### src/rtl/apr_fm_pkg.sv
// apr_fm_pkg: shared types, defaults and word-parity helper for the APR fast-memory parity checker
package apr_fm_pkg;
  localparam int DEF_FM_ADR_W = 7;
  localparam int DEF_SLICES = 6;
  localparam int DEF_CNT_W = 4;
  localparam int FM_WORDS = 128;
  typedef logic [DEF_FM_ADR_W-1:0] fm_adr_t;
  function automatic logic fm_word_parity(input logic [31:0] slices);
    return ^slices;
  endfunction
endpackage

### src/rtl/fm_par_ram.sv
// fm_par_ram: 128x1 shadow parity store with per-entry valid bits
module fm_par_ram import apr_fm_pkg::*; (
  input  logic    clk,
  input  logic    rst,
  input  logic    we,
  input  fm_adr_t adr,
  input  logic    wbit,
  output logic    rbit,
  output logic    rvld
);
  logic [FM_WORDS-1:0] par;
  logic [FM_WORDS-1:0] vld;
  always_ff @(posedge clk) begin
    if (we) par[adr] <= wbit;
    if (rst) vld <= '0;
    else if (we) vld[adr] <= 1'b1;
  end
  assign rbit = par[adr];
  assign rvld = vld[adr];
endmodule

### src/rtl/apr_fm_parity_check.sv
// apr_fm_parity_check: stores FM word parity on writes and checks it on reads; FM_PAR_INJECT_EN adds a bad-parity inject input
module apr_fm_parity_check import apr_fm_pkg::*; #(
  parameter int FM_ADR_W = DEF_FM_ADR_W,
  parameter int SLICES = DEF_SLICES,
  parameter int CNT_W = DEF_CNT_W
) (
  input  logic                clk_apr_h,
  input  logic                mr_reset_h,
`ifdef FM_PAR_INJECT_EN
  input  logic                diag_fm_par_inject_h,
`endif
  input  logic [2:0]          apr_fm_block_h,
  input  logic [3:0]          apr_fm_adr_h,
  input  logic                con_fm_write_h,
  input  logic                con_fm_read_h,
  input  logic [SLICES-1:0]   edp_fm_parity_h,
  input  logic                con_fm_par_chk_en_h,
  input  logic                apr_fm_par_err_clr_h,
  output logic                apr_fm_par_err_h,
  output logic                apr_fm_par_err_int_h,
  output logic [FM_ADR_W-1:0] apr_fm_err_adr_h,
  output logic [CNT_W-1:0]    apr_fm_par_err_cnt_h
);
  logic wp, wbit, rbit, rvld, rd, mismatch, first;
  fm_adr_t adr;
  logic s1_vld, s1_bit, s1_ent, s1_en;
  fm_adr_t s1_adr;
  logic [CNT_W-1:0] cnt_nxt;
  assign adr = {apr_fm_block_h, apr_fm_adr_h};
  assign wp = fm_word_parity(32'(edp_fm_parity_h));
`ifdef FM_PAR_INJECT_EN
  assign wbit = wp ^ diag_fm_par_inject_h;
`else
  assign wbit = wp;
`endif
  fm_par_ram u_ram (
    .clk  (clk_apr_h),
    .rst  (mr_reset_h),
    .we   (con_fm_write_h),
    .adr  (adr),
    .wbit (wbit),
    .rbit (rbit),
    .rvld (rvld)
  );
  always_comb begin
    rd = con_fm_read_h & ~con_fm_write_h;
    mismatch = s1_vld & s1_ent & s1_en & (wp != s1_bit);
    first = mismatch & (~apr_fm_par_err_h | apr_fm_par_err_clr_h);
    cnt_nxt = apr_fm_par_err_clr_h ? CNT_W'(1) :
              (&apr_fm_par_err_cnt_h) ? apr_fm_par_err_cnt_h : apr_fm_par_err_cnt_h + CNT_W'(1);
  end
  always_ff @(posedge clk_apr_h) begin
    if (mr_reset_h) begin
      s1_vld <= 1'b0;
      s1_bit <= 1'b0;
      s1_ent <= 1'b0;
      s1_en <= 1'b0;
      s1_adr <= '0;
      apr_fm_par_err_h <= 1'b0;
      apr_fm_par_err_int_h <= 1'b0;
      apr_fm_err_adr_h <= '0;
      apr_fm_par_err_cnt_h <= '0;
    end else begin
      s1_vld <= rd;
      s1_bit <= rbit;
      s1_ent <= rvld;
      s1_en <= con_fm_par_chk_en_h;
      s1_adr <= adr;
      apr_fm_par_err_int_h <= first;
      if (mismatch) begin
        apr_fm_par_err_h <= 1'b1;
        apr_fm_par_err_cnt_h <= cnt_nxt;
        if (first) apr_fm_err_adr_h <= FM_ADR_W'(s1_adr);
      end else if (apr_fm_par_err_clr_h) begin
        apr_fm_par_err_h <= 1'b0;
        apr_fm_err_adr_h <= '0;
        apr_fm_par_err_cnt_h <= '0;
      end
    end
  end
endmodule

### config.mk
export PLATFORM = sky130hd
export DESIGN_NAME = apr_fm_parity_check
export DESIGN_NICKNAME = d
export VERILOG_FILES = /design/src/rtl/apr_fm_pkg.sv /design/src/rtl/fm_par_ram.sv /design/src/rtl/apr_fm_parity_check.sv
export SDC_FILE = /design/constraint.sdc
export NUM_CORES = 1
export LEC_CHECK = 0
export ABC_CLOCK_PERIOD_IN_PS = 8900
export BUFFER_PORTS_ARGS = -buffer_cell sky130_fd_sc_hd__buf_2
export CAP_MARGIN = 20
export CORE_ASPECT_RATIO = 0.75
export CORE_MARGIN = 4
export CORE_UTILIZATION = 50
export DETAILED_ROUTE_END_ITERATION = 16
export PLACE_DENSITY_LB_ADDON = 0.15
export SYNTH_ARGS = -nofsm -noshare
export SYNTH_HDL_FRONTEND = slang
export SYNTH_HIERARCHICAL = 1
export SYNTH_SLANG_ARGS = --single-unit
export TNS_END_PERCENT = 100
### constraint.sdc
create_clock -name clk_apr_h -period 8.9 [get_ports clk_apr_h]
set_clock_uncertainty 0.05 [all_clocks]
set_input_delay 1.335 -clock clk_apr_h [delete_from_list [all_inputs] [get_ports clk_apr_h]]
set_output_delay 1.335 -clock clk_apr_h [all_outputs]
set_load 0.005 [all_outputs]
======== Word level (Yosys, flattened, before mapping) ========
Cells that the tools add are included.
word-level totals
  bits in registers ....................... 280
  output and inout port bits .............. 13
  word-level logic and storage cells ...... 48
cells by class
  add/sub/neg operators ................... 1
  $lt $le $gt $ge ......................... 2
  equality and inequality tests ........... 3
  mux-type cells .......................... 16
  bitwise logic cells ..................... 9
  reduce and logical (&&, ||, !) cells .... 6
operators with widths
  kind                                                                count
  bitwise mux 128 bit                                                 1
  OR 128 bit                                                          1
  parity 32 bit                                                       1
  2-to-1 mux 7 bit                                                    3
  2-to-1 mux 4 bit                                                    4
  binary-select mux 1 bit (select 7 bit)                              2
  < comparator 7 x 8 -> 1 bit (second input constant)                 1
  demux 1 bit (select 7 bit)                                          1
  greater-or-equal comparator 7 x 1 -> 1 bit (second input constant)  1
  AND 1 bit                                                           5
  2-to-1 mux 1 bit                                                    5
  adder 4 x 1 -> 4 bit (second input constant)                        1
  != test 2 bit (second input constant)                               2
  AND reduction 2 bit                                                 2
  AND reduction 4 bit                                                 1
  inverter 1 bit                                                      2
  nonzero test 2 bit                                                  1
  logical AND 1 bit                                                   1
  != test 1 bit                                                       1
  OR 1 bit                                                            1

======== Depth between registers and ports, before layout ========
  depth in word-level cells ............... 6
  gate-level depth with buffers ........... 8
  mapped depth without buffers ............ 5

======== Hierarchy ========
Netlist, hierarchy kept.
modules (own cells, without submodules)
  module               instances  cells each  area each (µm²)
  fm_par_ram           1          814         10,248.6
  apr_fm_parity_check  1          78          920.9

======== Worst setup path before layout ========
No wires, ideal clock.
  kind .................................... input -> register
  start ................................... input edp_fm_parity_h[1]
  end ..................................... register u_ram.par[0], data pin
  data arrival time ....................... 5.477 ns
  data required time ...................... 7.923 ns
  path slack .............................. 2.446 ns
  stages .................................. 3
  cell sequence ........................... xnor2_1 -> xnor2_1 -> xnor2_1
between the ends
  cells in the longest elaborated chain, start to end .. 2
ends and longest elaborated chain
  element                          RTL line                   source
  from (decl)                      apr_fm_parity_check.sv:16  input logic [SLICES-1:0] edp_fm_parity_h,
  parity 32 bit                    apr_fm_pkg.sv:9            return ^slices;
  named net wbit                   apr_fm_parity_check.sv:24  logic wp, wbit, rbit, rvld, rd, mismatch, first;
  bitwise mux 128 bit              fm_par_ram.sv:14           if (we) par[adr] <= wbit;
  to (signal, indexed assignment)  fm_par_ram.sv:14
  to (decl)                        fm_par_ram.sv:11           logic [FM_WORDS-1:0] par;
The timed path passes the listed nets, and every way through them passes these cells.
A chain may end at the register's enable or synchronous reset.

======== Final worst setup path ========
  start ................................... input apr_fm_adr_h[0]
  end ..................................... register s1_ent
between the ends
  cells in the longest elaborated chain, start to end .. 2
ends and longest elaborated chain
  element                                 RTL line                   source
  from (decl)                             apr_fm_parity_check.sv:13  input logic [3:0] apr_fm_adr_h,
  binary-select mux 1 bit (select 7 bit)  fm_par_ram.sv:19           assign rvld = vld[adr];
  2-to-1 mux 1 bit (implied by the code)  fm_par_ram.sv:19
  named net rvld                          apr_fm_parity_check.sv:24
  to (signal assigned)                    apr_fm_parity_check.sv:66  s1_ent <= rvld;
  to (decl)                               apr_fm_parity_check.sv:26  logic s1_vld, s1_bit, s1_ent, s1_en;
The timed path passes the listed nets, and every way through them passes these cells. The select of a mux whose other input is x is not followed.

==> results.md <==
* Status: finished clean
* # DRC at 0
* TritonCTS Buffers at 27
* Critical path capture point type: flip-flop
* Num ports at 32
* Pwr dens at 219 nW/um^2
* Hold Fails Final Rpt at 0
* Synthesis warning total at 6
* Fmax at 235 MHz
* Syn Area/Cell at 12.5 sq um
* HP Class: reg2reg
* Startpoint types: primary input
* Clock sink count at between 200 and 300
* Register area at between 6000 and 7000 sq um
* Vias per cell at 5.79
* Final nets at 918
* Crit path max fanout at 38
* Final count of pins violating max slew at 0
* Sequential fraction of the synthesis area at 61.7%
* FF-to-FF Start: u_ram/par[92]
* Area Overhead vs Synth at 11.4%
* Core area at 22000 sq um
* Post-CTS setup buffer count at 0
* GRT Resource Usage Total at 20.9%
* Number of global-route vias before repair at approximately 7100
* Die Span Y at about 140 um
* RePlAce Congestion at 0.795
* I/O Buffers at 31
* Post-synth EDFFs at 128
* Pin count of the biggest net entering global routing at 129
* Power Total at 0.00272 W
* Total die area at 24800 sq um
* P_leak at 4.21 nW
* 1st-iter DRT viols at about 820
* FP Rows at 47
* Ys flop type: dfxtp_1
* Cell area after synthesis at 11200 sq um
* Synth cell types at 37
* Post_cts resized at 0
* Layout cell share with drive strength beyond 1 at 19.5%
* CP startpoint: apr_fm_adr_h[0]
* FF-to-FF path depth at 5
* WL final at 25200 um
* Initial core utilization at 50.8%
* Sum Neg Setup Slack at 0 ns
* Worst slew pin tran at roughly 1.1 ns
* CP endpoint: s1_ent
* Worst setup path class: in2reg
* Die Wd at 181 um
* CTS Buffer Depth at 3
* Final period utilization at 47.9%
* Area of the multi-input gates at between 4000 and 5000 sq um
* Clk Latency, worst-skew pair at 0.52 ns
* # placed instances at 1162
* Routed len/inst at 20.8 um
* Max-slew headroom at between 20% and 30%
* Congestion Overflow GR at 0
* Critical path required time at 9.21 ns
* DP HPWL at 15200 um
* Most area-consuming cells after synthesis: edfxtp_1 34%, dfxtp_1 27%, mux4_2 17%
* Initial antenna violation count at 0
* Terminus of the critical flop-to-flop path: s1_bit
* Syn_nets at 912
* CTS Root Cell: clkbuf_16
* H-Tree Depth at 1
* First-pass GRT wire length at 40900 um
* Fill cells at 1828
* Antenna diodes at 0
* Yosys top cell area share at 34.4%
* Routed Antenna Nets at 0
* Drt pass-1 iters at 5
* Number of max-cap violations at 0
* Most area-hungry cell type in the Yosys netlist: edfxtp_1
* Worst VDD drop at approximately 0.13 mV
* Flops & latches, synth at 280
* Hold-fix buffers at CTS at 0
* Cells after Synth at 892
* Unrepaired setup endpoints after global routing: no
* # setup viols final at 0
* Async set or reset register ratio after synthesis at 0%
* Tmin final at ~4.3 ns
* Non-Filler Instances at 1212
* Setup slack, reg-to-reg at 6.44 ns
* CTS tree: yes
* Reg clk slew, reported paths at 0.06 ns
* DR vias at between 7000 and 8000
* Critical Path AT at 4.57 ns
-- Yosys cell counts, types with 2 or more instances --
cell and number:
nand3_1 3, a21oi_1 2, mux2_2 2, or3_1 2
nand2_1 4, edfxtp_1 128, buf_2 11, nand4b_1 8
nor2_1 385, a22o_1 7, dfxtp_1 152, nand4_1 2
buf_1 4, nor2b_1 11, o31ai_1 2, xnor2_1 4
mux4_2 84, or4b_2 5, nand4bb_1 8, clkbuf_1 50
o211ai_1 2
-- cell usage in the layout (no fill, tap or decap), types with 2 or more instances in the layout --
cell       count
nor2_1       385
dfxtp_1      152
edfxtp_1     128
mux4_2        84
clkbuf_16     29
buf_2         29
buf_4         12
nor2b_1       11
nand4b_1       8
clkbuf_1       8
nand4bb_1      8
a22o_1         7
clkbuf_8       6
or4b_2         5
nand2_1        4
clkinv_2       4
xnor2_1        3
nand3_1        3
a21oi_1        2
or3_1          2
o211ai_1       2
o31ai_1        2
nand4_1        2
mux2_2         2
-- metrics by stage --
step           worst slack [ns]  hold slack (ns)  instance area (sq um)  utilization, %
2_1_floorplan              2.45            0.376                  11200               -
3_3_place_gp               4.06            0.381                  11500            52.4
3_5_place_dp               4.05            0.387                  11500            52.4
4_1_cts                    4.60            0.405                  12400            56.4
5_1_grt                    4.40            0.419                  12400            56.6
6_report                   4.64            0.404                  12400            56.6
-- kinds of logic after synthesis --
kind of cell	after synthesis	share of synthesized area (%)
buffers and inverters	66	2.34
AND/OR/NAND/NOR	435	16.6
multiplexers	86	17.1
flip-flops	280	61.7
adder cells (fa/ha/maj)	1	0.112
XOR/XNOR	8	1.06
AO/OA/AOI/OAI	16	1.12
-- routing by layer --
metal | vias up | share of wire [%] | GRT usage (%)
met5 | - | 0 | 0
li1 | 3161 | - | -
met1 | 3492 | 46 | 31.3
met4 | 0 | 2.4 | 4.95
met2 | 318 | 44 | 31.6
met3 | 47 | 8.1 | 4.65
-- area by class of cell --
type	count	area share, %
multi-input cells	546	32.4
repair buffers	42	2.11
well taps	294	2.96
clock buffers	43	6.74
inverters	1	0.0302
flip-flops and latches	280	55.4
clock inverters	6	0.432
-- registers in the layout, indices dropped and copies added, names as in the netlist --
name / cells
s1_adr: 7
s1_bit: 1
apr_fm_err_adr_h: 7
s1_ent: 1
apr_fm_par_err_cnt_h: 4
s1_vld: 1
u_ram/par: 128
apr_fm_par_err_int_h: 1
s1_en: 1
u_ram/vld: 128
apr_fm_par_err_h: 1
-- worst min path at each step --
stage | end | depth (start not counted) | start | slack, ns
detailed placement | apr_fm_err_adr_h[0] | 1 | s1_adr[0] | 0.39
global placement | apr_fm_err_adr_h[0] | 1 | s1_adr[0] | 0.38
global route | apr_fm_err_adr_h[3] | 1 | s1_adr[3] | 0.42
CTS | apr_fm_err_adr_h[0] | 1 | s1_adr[0] | 0.40
finish | apr_fm_err_adr_h[0] | 1 | s1_adr[0] | 0.40
floorplan | apr_fm_err_adr_h[0] | 1 | s1_adr[0] | 0.38
-- critical path, stage by stage --
cell and delay [ns]:
buf_4 0.55, buf_4 0.69, mux4_2 0.59, mux4_2 0.50, mux4_2 0.47, mux2_2 0.27
nor2b_1 0.12
-- where the power goes --
group,total [W],switching [W],internal (W)
registers,0.00140,0.00000331,0.00140
clock network,0.00113,0.000456,0.000672
logic,0.000188,0.000125,0.0000630
total,0.00272,0.000585,0.00214
Note: power is estimated with default switching activity, not from simulation.
